File: src/rtl/ifu.sv
// ifu: instruction fetch unit, one outstanding imem read, valid/ready delivery to decode.
module ifu #(
  parameter logic [31:0] RESET_PC = 32'h8000_0000
) (
  input  logic        clk,
  input  logic        rst_n,
  output logic        imem_req_valid,
  input  logic        imem_req_ready,
  output logic [31:0] imem_req_addr,
  input  logic        imem_rsp_valid,
  input  logic [31:0] imem_rsp_data,
  output logic        out_valid,
  input  logic        out_ready,
  output logic [31:0] out_inst,
  output logic [31:0] out_pc,
  input  logic        redirect_valid,
  input  logic [31:0] redirect_pc,
  input  logic        halt,
  output logic        fetch_fault
);
  typedef enum logic [2:0] {BOOT, REQ, WAIT, HOLD, HALTED} state_t;
  state_t state;
  logic [31:0] pc;
  logic kill;
  logic redir;
  assign imem_req_valid = state == REQ && !halt;
  assign out_valid = state == HOLD;
  assign imem_req_addr = pc;
  assign redir = redirect_valid && (state == REQ || state == WAIT || state == HOLD);
  always_ff @(posedge clk) begin
    if (!rst_n) begin
      state <= BOOT;
      pc <= RESET_PC;
      kill <= 1'b0;
      fetch_fault <= 1'b0;
      out_inst <= '0;
      out_pc <= '0;
    end else if (redir && redirect_pc[1:0] != 2'b00) begin
      fetch_fault <= 1'b1;
      state <= HALTED;
    end else if (redir) begin
      pc <= redirect_pc;
      case (state)
        REQ: if (imem_req_valid && imem_req_ready) begin
          state <= WAIT;
          kill <= 1'b1;
        end
        // a response landing with the redirect is dropped right here
        WAIT: if (imem_rsp_valid) begin
          state <= REQ;
          kill <= 1'b0;
        end else kill <= 1'b1;
        default: state <= REQ;
      endcase
    end else begin
      case (state)
        BOOT: state <= REQ;
        REQ: state <= halt ? HALTED : imem_req_ready ? WAIT : REQ;
        WAIT: if (imem_rsp_valid) begin
          kill <= 1'b0;
          state <= kill ? REQ : HOLD;
          if (!kill) begin
            out_inst <= imem_rsp_data;
            out_pc <= pc;
          end
        end
        HOLD: if (out_ready) begin
          pc <= pc + 32'd4;
          state <= REQ;
        end
        default: state <= HALTED;
      endcase
    end
  end
endmodule

File: config.mk
export PLATFORM = sky130hd
export DESIGN_NAME = ifu
export DESIGN_NICKNAME = d
export VERILOG_FILES = /design/src/rtl/ifu.sv
export SDC_FILE = /design/constraint.sdc
export NUM_CORES = 1
export LEC_CHECK = 0
export ABC_AREA = 1
export CAP_MARGIN = 20
export CELL_PAD_IN_SITES_DETAIL_PLACEMENT = 2
export CELL_PAD_IN_SITES_GLOBAL_PLACEMENT = 2
export CORE_MARGIN = 10
export CORE_UTILIZATION = 21
export DETAILED_ROUTE_END_ITERATION = 12
export PLACE_DENSITY = 0.75
export SLEW_MARGIN = 40
export SYNTH_ARGS = -nofsm -noshare
export SYNTH_HDL_FRONTEND = slang
export SYNTH_SLANG_ARGS = --single-unit
File: constraint.sdc
create_clock -name clk -period 1.4 [get_ports clk]
set_input_delay 0.21 -clock clk [delete_from_list [all_inputs] [get_ports clk]]
set_output_delay 0.21 -clock clk [all_outputs]
set_load 0.01 [all_outputs]
After elaboration in Yosys (flattened, before gate mapping)
Cells that the tools add are included.

Register bits: 101. Output and inout bits: 99. Logic and storage cells: 61.

Add/sub/neg operators: 1. Equality and inequality tests: 9. Multiplexer cells: 20. Bitwise logic cells: 4. Reductions and logical operators: 20.

Operators with widths (count): $mux 32 (3); $add 32x3->32 const B (1); $mux 3 (7); $pmux 3 s4 (1); $reduce_bool 2->1 (6); $reduce_and 5->1 (2); $reduce_and 3->1 (3); $eq 3x2->1 const B (2); $ne 3x2->1 const B (2); $pmux 3 s2 (1); $mux 1 (5); $logic_and 1x1->1 (4); $mux 2 (2); $ne 4x1->1 const B (1); $ne 4x2->1 const B (1); $not 1->1 (4); $eq 3x1->1 const B (1); $logic_not 3->1 (1); $ne 3x1->1 const B (1); $logic_or 1x1->1 (2); $ne 2x2->1 const B (1); $pmux 1 s2 (1); $reduce_or 2->1 (1); $logic_not 1->1 (1).

Depth between registers and ports, before layout
Depth in word-level cells: 7. Gate-level depth with buffers: 11.

Worst setup path after synthesis
OpenSTA, ideal clock, no wires.

Path kind: reg-to-reg. From: reg pc[2] (netlist: imem_req_addr[2]). To: reg pc[20] (netlist: imem_req_addr[20]). Setup time: 0.115 ns. Arrival: 1.457 ns. Required time: 1.285 ns. Slack: -0.172 ns. Cell stages (with the launch flop): 9. Buffers on the path: 0. Clock period less this slack: 1.572 ns. Cell sequence: dfxtp_1 ha_1 inv_1 nor2_1 nand2_2 nor3_1 nand3_1 a21oi_1 nor2_1.

Longest elaborated chain between the ends: 4.

RTL lines: start: declaration (line 23) `logic [31:0] pc;`; start signal: assignment (line 42) `pc <= redirect_pc;`; start signal: assignment (line 68) `pc <= pc + 32'd4;`; $add 32x3->32 (line 68); $mux 32 (line 67) `HOLD: if (out_ready) begin`; $mux 32 (line 56) `case (state)`; $mux 32 (line 41) `end else if (redir) begin`.

Every way passes these cells. The select of a mux whose other input is x is not followed. A chain may end at the register's enable or synchronous reset.

Final worst setup path
From: reg state[0]. To: reg pc[8] (netlist: imem_req_addr[8]).

Longest elaborated chain between the ends: 7. Elaborated cells on any way between the ends: 12. Classes of those cells: 3 x eq/ne; 1 x mux; 1 x bitwise; 7 x reduce/logical.

RTL lines: start: declaration (line 22) `state_t state;`; start signal: assignment (line 58) `REQ: state <= halt ? HALTED : imem_req_ready ? WAIT : REQ;`; start signal: assignment (line 61) `state <= kill ? REQ : HOLD;`; $eq 3x1->1 or $eq 3x2->1 (tied branches) (line 29) `assign redir = redirect_valid && (state == REQ || state == WAIT || state == HOLD);`; $logic_or 1x1->1 (2 in series) (line 29); $logic_and 1x1->1 (line 29); $logic_and 1x1->1 (line 38) `end else if (redir && redirect_pc[1:0] != 2'b00) begin`; $not 1->1 (no source line); $reduce_and 3->1 (no source line).

Several ways; a longest one is shown, not always the timed one.

==> run metrics <==
H-tree levels=3; CTS sink cnt=~100; Tcrit/Tclk final=127%; syn_area_per_cell=roughly 6.7 sq um; Lkg Pwr=4.21 nW; TritonCTS Buffers=9; CTS tree=built; Post-DRT Antenna Nets=0; CP required=~1700 ps; number of synthesized flops with an enable pin=0; via count=6373; Final Hold Fails=0; CP cell instances=inv_4, buf_6, nor3_4, nand3_4, nand2_8, buf_6, buf_12, o21ai_1, nand2_1, nand2_1, a21oi_2; top cells by area, synth=dfxtp_1 42%, nor2_1 14%, o21ai_0 11%; starting density of the core=21.2%; status=complete, but fails checks; die area=a little under 30000 sq um; FILL cells=between 2000 and 2500; Min Hold Slack=around 380 ps; IO buf count=169; Setup WS post-layout=-379 ps; # Max-Cap Violations=0; dpl ws=-541 ps; Worst-path clk slew=roughly 80 ps; # DRC=0; Syn Nets=788; Detailed Place HPWL=approximately 18000 microns; Synth warnings=0; clock skew=between 7 and 8 ps; first-pass GRT wire length=between 40000 and 50000 microns; die width=approximately 170 microns; Setup violations, final=99; number of diodes=0; Post-synth ARST share=0%; RSZ-0062 raised after global routing=true; RD Place Congestion=between 0.8 and 0.9; WL final=roughly 33000 microns; kind of critical path=register to register; PwrDens=around 1200 nW/um^2; Register Area=a little over 2000 sq um; max_slew headroom=between 60% and 70%; area leader, netlist=dfxtp_1; Synth Flop Type=dfxtp_1; Worst Path Max Fanout=7; vias in the first global route=between 7000 and 8000; DP Area=7420 sq um; row count=55; Root Driver=clkbuf_16; top cell type's share of synthesized area=about 42%; # IOs=170; multi-input combinational cell area=about 3200 sq um; Iter 0 DRT Violations=301; Pins Over Slew Limit=0; cells after synthesis=between 700 and 800; Area Overhead vs Synth=105%; fin nets=1089; chip height=171 microns; layout cells sized above 1=40.8%; CORE AREA=22500 sq um; total power=11.8 mW; flops & latches, synth=between 100 and 150; Final min period=about 1800 ps; Detailed Routing Iterations Pass 1=4; DR vias/cell=a little under 5; Total GRT Usage=approximately 20%; Unique masters post-synth=31; initial antenna violation count=0; Peak VDD IR=approximately 0.61 mV; violated checks=negative setup slack; pin count of the biggest net entering global routing=26; Critical Path AT=2080 ps; Cell Area, Synth=approximately 4800 sq um; crit end category=register; post-synthesis sequential area ratio=approximately 42%; fmax=~0.56 GHz; Bufs on Longest Clock Path=2; Worst-Margin Slew=between 500 and 600 ps; crit start category=register; WL/cell=between 20 and 30 microns; Slowest-stage cell, CP=dfxtp_4; final instance area=9780 sq um; Min-Delay Path Class=primary input to register; grt total ovfl=0; clk_lat worst skew=roughly 370 ps; max incr delay on CP=380 ps
[area by class of cell]
cell class | count | share of cell area [%]
Sequential cell | 101 | 21.2
Inverter | 52 | 2.29
Timing Repair inverter | 1 | 0.0767
Clock buffer | 9 | 2.30
Clock inverter | 5 | 0.627
Timing Repair Buffer | 325 | 36.7
Tap cell | 285 | 3.64
Multi-Input combinational cell | 527 | 33.2
[per-layer routing]
metal | part of all wire, % | track usage, % | routed length (microns)
met3 | 4.7 | 4.29 | 1540
met1 | 39 | 23.0 | 12900
met2 | 54 | 37.4 | 17500
met4 | 2.3 | 6.47 | 760
met5 | 0 | 0 | 0
[path summary, 6_finish.rpt]
| kind | slack [ps] | from | depth (start not counted) | endpoint |
|---|---|---|---|---|
| worst max register to register | -380 | state[0]$_SDFFE_PP0P_ | 11 | imem_req_addr[8]$_SDFFE_PN0P_ |
| worst min register to register | 470 | fetch_fault$_SDFFE_PN0P_ | 2 | fetch_fault$_SDFFE_PN0P_ |
| worst min-delay path | 380 | rst_n | 3 | imem_req_addr[31]$_SDFFE_PN1P_ |
| worst max-delay path | -380 | state[0]$_SDFFE_PP0P_ | 11 | imem_req_addr[8]$_SDFFE_PN0P_ |
[cell usage in the layout (no fill, tap or decap), drive strengths merged, types with 8 or more instances in the layout]
cell and instances:
inv 52, buf 150, clkdlybuf4s50 69, a21oi 55, clkdlybuf4s15 8, nand3 43
clkbuf 22, dfxtp 101, nand2 127, nor2 175, dlygate4sd2 82, o21ai 102
[kinds of logic (layout without fill, tap and decap cells)]
group / count (synthesis) / count (layout) / synth area share (%)
AO/OA/AOI/OAI: 165 / 165 / 17.8
XOR/XNOR: 2 / 2 / 0.367
adder cells (fa/ha/maj): 1 / 1 / 0.262
buffers and inverters: 88 / 392 / 8.36
flip-flops: 101 / 101 / 42.3
AND/OR/NAND/NOR: 359 / 359 / 30.9
[cell usage after synthesis, types with 3 or more instances]
| cell | count |
|---|---|
| nor2_1 | 173 |
| o22ai_1 | 3 |
| nand3_1 | 43 |
| or2_2 | 4 |
| inv_2 | 5 |
| buf_6 | 5 |
| nand4_1 | 4 |
| nor3_1 | 3 |
| dfxtp_1 | 101 |
| clkbuf_1 | 16 |
| nand2_1 | 121 |
| buf_2 | 10 |
| buf_4 | 5 |
| nand2_2 | 6 |
| a21oi_1 | 53 |
| inv_1 | 47 |
| o21ai_0 | 101 |
[what timing repair did]
item | CTS | global route
endpoints found under the hold margin | 0 | 0
resized for setup | 449 | 103
setup endpoints to repair | 196 | 117
pin swaps | 49 | 35
gates cloned | 25 | 5
hold buffers | 0 | 0
setup buffers | 33 | 8
[critical path, delay by kind of cell, from the launching register on]
kind,cells,cell delay (ps)
and+or+nand+nor,5,720
buffers and inverters,4,390
DFF,1,380
AOI/OAI and AO/OA,2,210
[per-stage QoR]
stage          instances  utilization, %  TNS [ps]
2_1_floorplan        716               -     -18.9
3_5_place_dp        1225            33.0    -39340
5_1_grt             1305            43.5    -28700
4_1_cts             1296            41.6    -11750
6_report            1305            43.5    -22600
3_3_place_gp        1225            33.0    -33890
[flip-flops by register name, indices dropped and copies added (netlist names)]
register / flops
fetch_fault: 1
imem_req_addr: 32
kill: 1
out_inst: 32
out_pc: 32
state: 3
[power by group]
part | internal (mW) | switching [mW] | total [mW] | leakage (nW)
Combinational | 2.71 | 2.78 | 5.50 | 3.25
Clock | 1.38 | 1.31 | 2.69 | 0.130
Sequential | 3.27 | 0.317 | 3.58 | 0.832
Note: power is estimated with default switching activity, not from simulation.
